$ cat src/rtl/dmem_axil_bridge.sv
// Bridges the core's single-outstanding load/store port onto an AXI4-Lite master.
// The core is stalled for the whole transaction and then sees a one-cycle completion beat.
module dmem_axil_bridge #(
    parameter int unsigned ADDR_W = 32,
    parameter logic [2:0]  PROT   = 3'b000
) (
    input  logic              clk,
    input  logic              reset,
    input  logic              rmem_i,
    input  logic              wmem_i,
    input  logic [ADDR_W-1:0] addr_i,
    input  logic [31:0]       wdata_i,
    input  logic [3:0]        wmask_i,
    output logic [31:0]       rdata_o,
    output logic              stall_o,
    output logic              err_o,
    output logic [ADDR_W-1:0] m_axi_awaddr,
    output logic [2:0]        m_axi_awprot,
    output logic              m_axi_awvalid,
    input  logic              m_axi_awready,
    output logic [31:0]       m_axi_wdata,
    output logic [3:0]        m_axi_wstrb,
    output logic              m_axi_wvalid,
    input  logic              m_axi_wready,
    input  logic [1:0]        m_axi_bresp,
    input  logic              m_axi_bvalid,
    output logic              m_axi_bready,
    output logic [ADDR_W-1:0] m_axi_araddr,
    output logic [2:0]        m_axi_arprot,
    output logic              m_axi_arvalid,
    input  logic              m_axi_arready,
    input  logic [31:0]       m_axi_rdata,
    input  logic [1:0]        m_axi_rresp,
    input  logic              m_axi_rvalid,
    output logic              m_axi_rready,
    output logic [2:0]        dbg_state
);
    // Handshake rule: a transfer happens on a cycle where valid and ready are both high;
    // valids come straight from registers, are held until that cycle and drop the cycle after.
    typedef enum logic [2:0] {
        IDLE  = 3'd0,
        RADDR = 3'd1,
        RDATA = 3'd2,
        WREQ  = 3'd3,
        WRESP = 3'd4,
        DONE  = 3'd5
    } state_t;

    state_t            state, state_nxt;
    logic [ADDR_W-1:0] addr_q;
    logic [31:0]       wdata_q;
    logic [3:0]        wstrb_q;
    logic              arvalid_q, awvalid_q, wvalid_q;
    logic [31:0]       rdata_q;
    logic              err_q;
    logic              aw_hs, w_hs, aw_done, w_done;
    logic [ADDR_W-1:0] addr_aligned;
    logic              unused_bits;

    assign addr_aligned = {addr_i[ADDR_W-1:2], 2'b00};
    assign unused_bits  = ^{addr_i[1:0], m_axi_rresp[0], m_axi_bresp[0]};

    assign aw_hs   = awvalid_q & m_axi_awready;
    assign w_hs    = wvalid_q & m_axi_wready;
    // A channel is finished once its valid has dropped or it handshakes this cycle.
    assign aw_done = ~awvalid_q | m_axi_awready;
    assign w_done  = ~wvalid_q | m_axi_wready;

    always_ff @(posedge clk or posedge reset) begin
        if (reset) begin
            state <= IDLE;
        end else begin
            state <= state_nxt;
        end
    end

    always_comb begin
        state_nxt = state;
        case (state)
            IDLE: begin
                if (wmem_i) begin
                    state_nxt = WREQ;
                end else if (rmem_i) begin
                    state_nxt = RADDR;
                end
            end
            RADDR:   if (arvalid_q && m_axi_arready) state_nxt = RDATA;
            RDATA:   if (m_axi_rvalid) state_nxt = DONE;
            WREQ:    if (aw_done && w_done) state_nxt = WRESP;
            WRESP:   if (m_axi_bvalid) state_nxt = DONE;
            DONE:    state_nxt = IDLE;
            default: state_nxt = IDLE;
        endcase
    end

    always_ff @(posedge clk or posedge reset) begin
        if (reset) begin
            addr_q    <= '0;
            wdata_q   <= '0;
            wstrb_q   <= '0;
            arvalid_q <= 1'b0;
            awvalid_q <= 1'b0;
            wvalid_q  <= 1'b0;
            rdata_q   <= '0;
            err_q     <= 1'b0;
        end else begin
            case (state)
                IDLE: begin
                    // Stores win over loads when both are requested together.
                    if (wmem_i) begin
                        addr_q    <= addr_aligned;
                        wdata_q   <= wdata_i;
                        wstrb_q   <= wmask_i;
                        awvalid_q <= 1'b1;
                        wvalid_q  <= 1'b1;
                    end else if (rmem_i) begin
                        addr_q    <= addr_aligned;
                        arvalid_q <= 1'b1;
                    end
                end
                RADDR: begin
                    if (m_axi_arready) arvalid_q <= 1'b0;
                end
                RDATA: begin
                    if (m_axi_rvalid) begin
                        rdata_q <= m_axi_rdata;
                        err_q   <= m_axi_rresp[1];
                    end
                end
                WREQ: begin
                    if (aw_hs) awvalid_q <= 1'b0;
                    if (w_hs)  wvalid_q  <= 1'b0;
                end
                WRESP: begin
                    if (m_axi_bvalid) err_q <= m_axi_bresp[1];
                end
                DONE:    err_q <= 1'b0;
                default: ;
            endcase
        end
    end

    always_comb begin
        stall_o = 1'b1;
        case (state)
            IDLE:    stall_o = rmem_i | wmem_i;
            DONE:    stall_o = 1'b0;
            default: stall_o = 1'b1;
        endcase
    end

    assign rdata_o       = rdata_q;
    assign err_o         = err_q;
    assign m_axi_awaddr  = addr_q;
    assign m_axi_awprot  = PROT;
    assign m_axi_awvalid = awvalid_q;
    assign m_axi_wdata   = wdata_q;
    assign m_axi_wstrb   = wstrb_q;
    assign m_axi_wvalid  = wvalid_q;
    assign m_axi_bready  = (state == WRESP);
    assign m_axi_araddr  = addr_q;
    assign m_axi_arprot  = PROT;
    assign m_axi_arvalid = arvalid_q;
    assign m_axi_rready  = (state == RDATA);
    assign dbg_state     = state;
endmodule

$ cat config.mk
export PLATFORM = sky130hd
export DESIGN_NAME = dmem_axil_bridge
export DESIGN_NICKNAME = d
export VERILOG_FILES = /design/src/rtl/dmem_axil_bridge.sv
export SDC_FILE = /design/constraint.sdc
export NUM_CORES = 1
export LEC_CHECK = 0
export CAP_MARGIN = 10
export CORE_UTILIZATION = 39
export DETAILED_ROUTE_END_ITERATION = 10
export HOLD_SLACK_MARGIN = 0.12
export PLACE_DENSITY = 0.82
export SETUP_SLACK_MARGIN = 0.02
export SLEW_MARGIN = 15
export SYNTH_ARGS = -nofsm -noshare
export SYNTH_HDL_FRONTEND = slang
export SYNTH_SLANG_ARGS = --single-unit
$ cat constraint.sdc
create_clock -name clk -period 4.3 [get_ports clk]
set_input_delay 1.29 -clock clk [delete_from_list [all_inputs] [get_ports clk]]
set_output_delay 1.29 -clock clk [all_outputs]
set_load 0.05 [all_outputs]
==> results.json, run 1 <==
{
  "yosys.area_share.simple_pct": 4.55,
  "ant_nets": 0,
  "slew_viol_final": 0,
  "num_rows": 39,
  "routed_wl_microns": 11000,
  "synth_top_family_by_area": "multiplexers",
  "grt_pass1_wl_microns": 17800,
  "worst_slew_pin_slew_ps": 858,
  "rsz0062_at_grt": "false",
  "drive_gt1_share_pct": 20.8,
  "dp_cells": 660,
  "gr-total-overflow": 0,
  "start_kind": "input pin",
  "cp_data_required_time_ps": 3010,
  "hold_class": "flip-flop to flip-flop",
  "port_buffers": 246,
  "place_congestion": 0.848,
  "path_max_fanout": 8,
  "grt_use_total_pct": 18.4,
  "async_flop_share_pct": 100,
  "status": "complete, no violations",
  "relSlewSlack_pct": 42.8,
  "die_h_microns": 111,
  "grt_start_max_net_pins": 56,
  "syn-cell-area_sq_mm": 0.00459,
  "synth_ff_type": "dfrtp_1",
  "via_count": 3190,
  "cts_setup_buffers": 0,
  "yosysMostFrequentCell": "dfrtp_1",
  "rr_startpoint": "dbg_state[0]$_DFFE_PP0P_",
  "synth.top_cells.by_count": "dfrtp_1, mux2_2, buf_4, mux2_4, mux2_1",
  "cts.sinks": 105,
  "drv_cap": 0,
  "timing.final.ws_setup_ps": 448,
  "antenna_found_initial": 0,
  "area_growth_pct": 56.4,
  "r2r-end": "m_axi_wdata[29]$_DFFE_PP0P_",
  "grt_pass1_vias": 3359,
  "cts-root-buf": "clkbuf_16",
  "critical_path_class": "input pin to primary output",
  "drt-initial-drc-count": 134,
  "synth.avg_cell_area_sq_um": 14.6,
  "cts_tree": "built",
  "synth_compound_area_share_pct": 2.04,
  "synth_top_area_cell": "dfrtp_1",
  "rrSetupSlack_ps": 2140,
  "dieArea_sq_mm": 0.0122,
  "seq_area_frac_synth_pct": 57.2,
  "htreeDepth": 3,
  "antenna-diode-count": 0,
  "route.detailed.drc": 0,
  "die_w_microns": 111,
  "synth_fa_ha_area_share_pct": 0,
  "setup_violations": 0,
  "start_util_pct": 40.1,
  "clk_pin_slew_worst_paths_ps": 60,
  "cts_hold_buffers": 0,
  "crit_arrival_ps": 2560,
  "r2r_cells": 3,
  "synth_area_leaders": "dfrtp_1, mux2_2, mux2_4, buf_4, mux2_1",
  "synth_cell_types": 35,
  "endpoint_kind": "primary output",
  "via_per_inst": 4.72,
  "dp_slack_ps": 456,
  "wire_per_inst_microns": 16.2,
  "synthMuxAreaShare_pct": 26.7,
  "skew_ps": 7.74,
  "hold_viol": 0,
  "synthCells": 315,
  "synth_edf_count": 0,
  "setup-tns-final_ps": 0,
  "yosys_warnings": 0,
  "io_pins": 261,
  "clk_path_buf_depth": 2,
  "final_nets": 641,
  "finalCriticalPeriod_ps": 3850,
  "post-route-period-util_pct": 89.6,
  "ctsResizeCount": 0,
  "hpwl_microns": 8220,
  "fin_cells": 676,
  "startpoint": "wmem_i",
  "critPathCapture": "stall_o",
  "cts_buffers": 9,
  "yosysTopAreaCellShare_pct": 57.2,
  "clock_latency_ps": 330,
  "ys_seq_elements": 105,
  "core_area_sq_mm": 0.0115,
  "fmax_mhz": 260,
  "dr.pass1.iters": 4,
  "yosys.area_share.xor_xnor_pct": 0
}
[cell type report]
class | count | area (sq um)
clock inverter | 4 | 26.3
clock buffer | 12 | 267
timing repair buffer | 248 | 2500
multi-input combinational | 161 | 1570
sequential | 105 | 2630
fill | 898 | 4280
inverter | 3 | 13.8
tap | 143 | 179
[sequential cells by signal, summed over array words and instances (netlist names)]
signal,count
rdata_o,32
m_axi_awvalid,1
dbg_state,3
m_axi_wdata,32
err_o,1
m_axi_araddr,30
m_axi_wvalid,1
m_axi_wstrb,4
m_axi_arvalid,1
[cells in the final DEF, fill, tap and decap left out, drive strengths merged, types with 2 or more instances in the layout]
| cell type | count |
|---|---|
| buf | 3 |
| nand2b | 4 |
| a31oi | 2 |
| nor4b | 2 |
| nor3 | 5 |
| dfrtp | 105 |
| conb | 10 |
| clkbuf | 12 |
| mux2 | 98 |
| nand3 | 3 |
| nor2b | 4 |
| a21oi | 3 |
| nand2 | 7 |
| and2 | 3 |
| inv | 3 |
| clkinv | 3 |
| clkdlybuf4s50 | 245 |
| nor2 | 7 |
| o21ai | 5 |
[worst max-delay path, stage by stage]
cell and delay [ps]:
clkdlybuf4s50_1 620, nor4_1 90, o21ai_0 370, buf_12 190
[per-stage QoR]
stage | hold WS, ps | util (%) | cell area, sq um
global route | 503 | 62.7 | 7180
CTS | 491 | 62.7 | 7180
global placement | 467 | 60.1 | 6890
finish | 483 | 62.7 | 7180
detailed placement | 475 | 60.1 | 6890
floorplan | 774 | - | 4630
[how the worst min path moves through the flow]
stage,depth (start not counted),endpoint,slack (ps),startpoint
2_1_floorplan,2,m_axi_awvalid$_DFFE_PP0P_,770,m_axi_awvalid$_DFFE_PP0P_
3_3_place_gp,1,m_axi_wdata[16]$_DFFE_PP0P_,470,m_axi_wdata[16]$_DFFE_PP0P_
3_5_place_dp,1,m_axi_wdata[24]$_DFFE_PP0P_,470,m_axi_wdata[24]$_DFFE_PP0P_
4_1_cts,1,m_axi_wstrb[0]$_DFFE_PP0P_,490,m_axi_wstrb[0]$_DFFE_PP0P_
5_1_grt,1,m_axi_wstrb[2]$_DFFE_PP0P_,500,m_axi_wstrb[2]$_DFFE_PP0P_
6_report,1,m_axi_wstrb[0]$_DFFE_PP0P_,480,m_axi_wstrb[0]$_DFFE_PP0P_
[per-layer routing]
layer  vias to the layer above  global-route usage [%]  wire, microns
met3                        14                    3.18            519
met4                         0                    6.04            166
met2                       136                    33.0           5840
li1                       1469                       -              -
met5                         -                       0              0
met1                      1571                    22.2           4430
[logic make-up (layout without fill, tap and decap cells)]
family                 count (synthesis)  in the layout
buffers and inverters                 58            267
muxes                                 99             99
DFF                                  105            105
and+or+nand+nor                       37             37
AOI/OAI and AO/OA                     15             15
other                                  1             10
Power of run 1 is left out: the tool's default activity adds up to more than one toggle a clock period on the data nets, which glitch-free logic cannot reach.
==> run 2: changes to the inputs <==
Settings changed: GPL_TIMING_DRIVEN set to 0.
==> run 2 against run 1 <==
  * Register-to-register slack improved by 440 ps
  * Count of clock-buffer cells in the layout fell by 2
  * Sequential share of layout area fell by 2.1 points
  * Clock skew fell by 2.7 ps
  * Largest cell class is now buffers
  * Critical path depth did not move
  * Fmax fell by 4.3%
  * Cell area rose by 6.0%
  * Critical path type unchanged
  * Setup slack got worse by 170 ps
  * First-iteration DRC count fell by 33%
  * Non-clock buffer count rose by 54
  * Via count rose by 5.6%
==> results.json, run 2 (synthesis results as in run 1) <==
{
  "status": "complete, no violations",
  "setup-tns-final_ps": 0,
  "rsz0062_at_grt": "false",
  "utilization_pct": 66.4,
  "fmax_mhz": 248,
  "port_buffers": 246,
  "path_max_fanout": 8,
  "finalCriticalPeriod_ps": 4030,
  "cts_tree": "built",
  "cts-root-buf": "clkbuf_16",
  "final_common_cell": "clkdlybuf4s50_1",
  "grt_start_max_net_pins": 69,
  "htreeDepth": 3,
  "clock_latency_ps": 350,
  "clk_path_buf_depth": 2,
  "cp_data_required_time_ps": 3010,
  "clk_pin_slew_worst_paths_ps": 70,
  "route.detailed.drc": 0,
  "dieArea_sq_mm": 0.0122,
  "grt_use_total_pct": 19.7,
  "hold_class": "flip-flop to flip-flop",
  "start_kind": "input pin",
  "finalInstanceArea_sq_mm": 0.00762,
  "slew_viol_final": 0,
  "post-route-period-util_pct": 93.6,
  "dr.pass1.iters": 4,
  "critical_path_class": "input pin to primary output",
  "place_congestion": 0.831,
  "final_nets": 695,
  "cts_hold_buffers": 0,
  "antenna_found_initial": 0,
  "die_h_microns": 111,
  "cts.sinks": 105,
  "rrSetupSlack_ps": 2580,
  "via_per_inst": 4.62,
  "routed_wl_microns": 11800,
  "via_count": 3370,
  "worst_slew_pin_slew_ps": 556,
  "drive_gt1_share_pct": 27.1,
  "cts_buffers": 9,
  "drt-initial-drc-count": 90,
  "grt_pass1_wl_microns": 18900,
  "area_growth_pct": 65.9,
  "hold_viol": 0,
  "endpoint_kind": "primary output",
  "antenna-diode-count": 0,
  "core_area_sq_mm": 0.0115,
  "gr-total-overflow": 0,
  "skew_ps": 5.00,
  "crit_arrival_ps": 2740,
  "start_util_pct": 40.1,
  "die_w_microns": 111,
  "io_pins": 261,
  "wire_per_inst_microns": 16.1,
  "post_dp_cell_area_sq_mm": 0.00730,
  "relSlewSlack_pct": 62.8,
  "layout_common_cells": "clkdlybuf4s50_1, dfrtp_1, mux2_2",
  "setup_violations": 0,
  "drv_cap": 0,
  "num_rows": 39,
  "hpwl_microns": 9020,
  "grt_pass1_vias": 3483,
  "ant_nets": 0
}
==> run 2: cell type report <==
cell class | instances | area (sq um)
Clock buffer | 10 | 229
Fill cell | 853 | 3850
Tap cell | 143 | 179
Timing Repair Buffer | 247 | 2490
Multi-Input combinational cell | 161 | 1570
Buffer | 55 | 422
Clock inverter | 6 | 90.1
Inverter | 3 | 16.3
Sequential cell | 105 | 2630
==> run 2: what timing repair did <==
action                                  CTS  global route
gates resized for setup                   1             0
endpoints found under the setup margin    1             0
setup buffers                             0             0
==> run 2: final timing paths <==
check | to | depth (start not counted) | from
setup / recovery | stall_o | 4 | wmem_i
hold / removal | m_axi_wdata[0]$_DFFE_PP0P_ | 1 | m_axi_wdata[0]$_DFFE_PP0P_
setup reg to reg | m_axi_wdata[23]$_DFFE_PP0P_ | 6 | dbg_state[0]$_DFFE_PP0P_
hold reg to reg | m_axi_wdata[0]$_DFFE_PP0P_ | 1 | m_axi_wdata[0]$_DFFE_PP0P_
max in group asynchronous | rdata_o[24]$_DFFE_PP0P_ | 3 | reset
min in group asynchronous | rdata_o[4]$_DFFE_PP0P_ | 2 | reset
==> run 2: routing by layer <==
layer	vias to the layer above	global-route usage [%]	routed length (microns)	share of wire (%)
met5	-	0	0	0
met4	0	7.02	245	2.1
met3	18	5.49	717	6.1
met2	150	34.2	6150	52
met1	1637	23.4	4650	39
li1	1565	-	-	-
==> run 2: worst max-delay path, stage by stage <==
cell	delay, ps
clkdlybuf4s50_1	630
nor4_1	80
o21ai_0	180
dlygate4sd2_1	550
==> run 2: stage by stage <==
stage               instances  worst slack [ps]  hold slack, ps
CTS                       730               274             492
global route              730               206             508
detailed placement        714             -1.53             475
floorplan                 324               249             774
finish                    730               275             491
global placement          713             -1210             469
Power of run 2 is left out for the same reason.
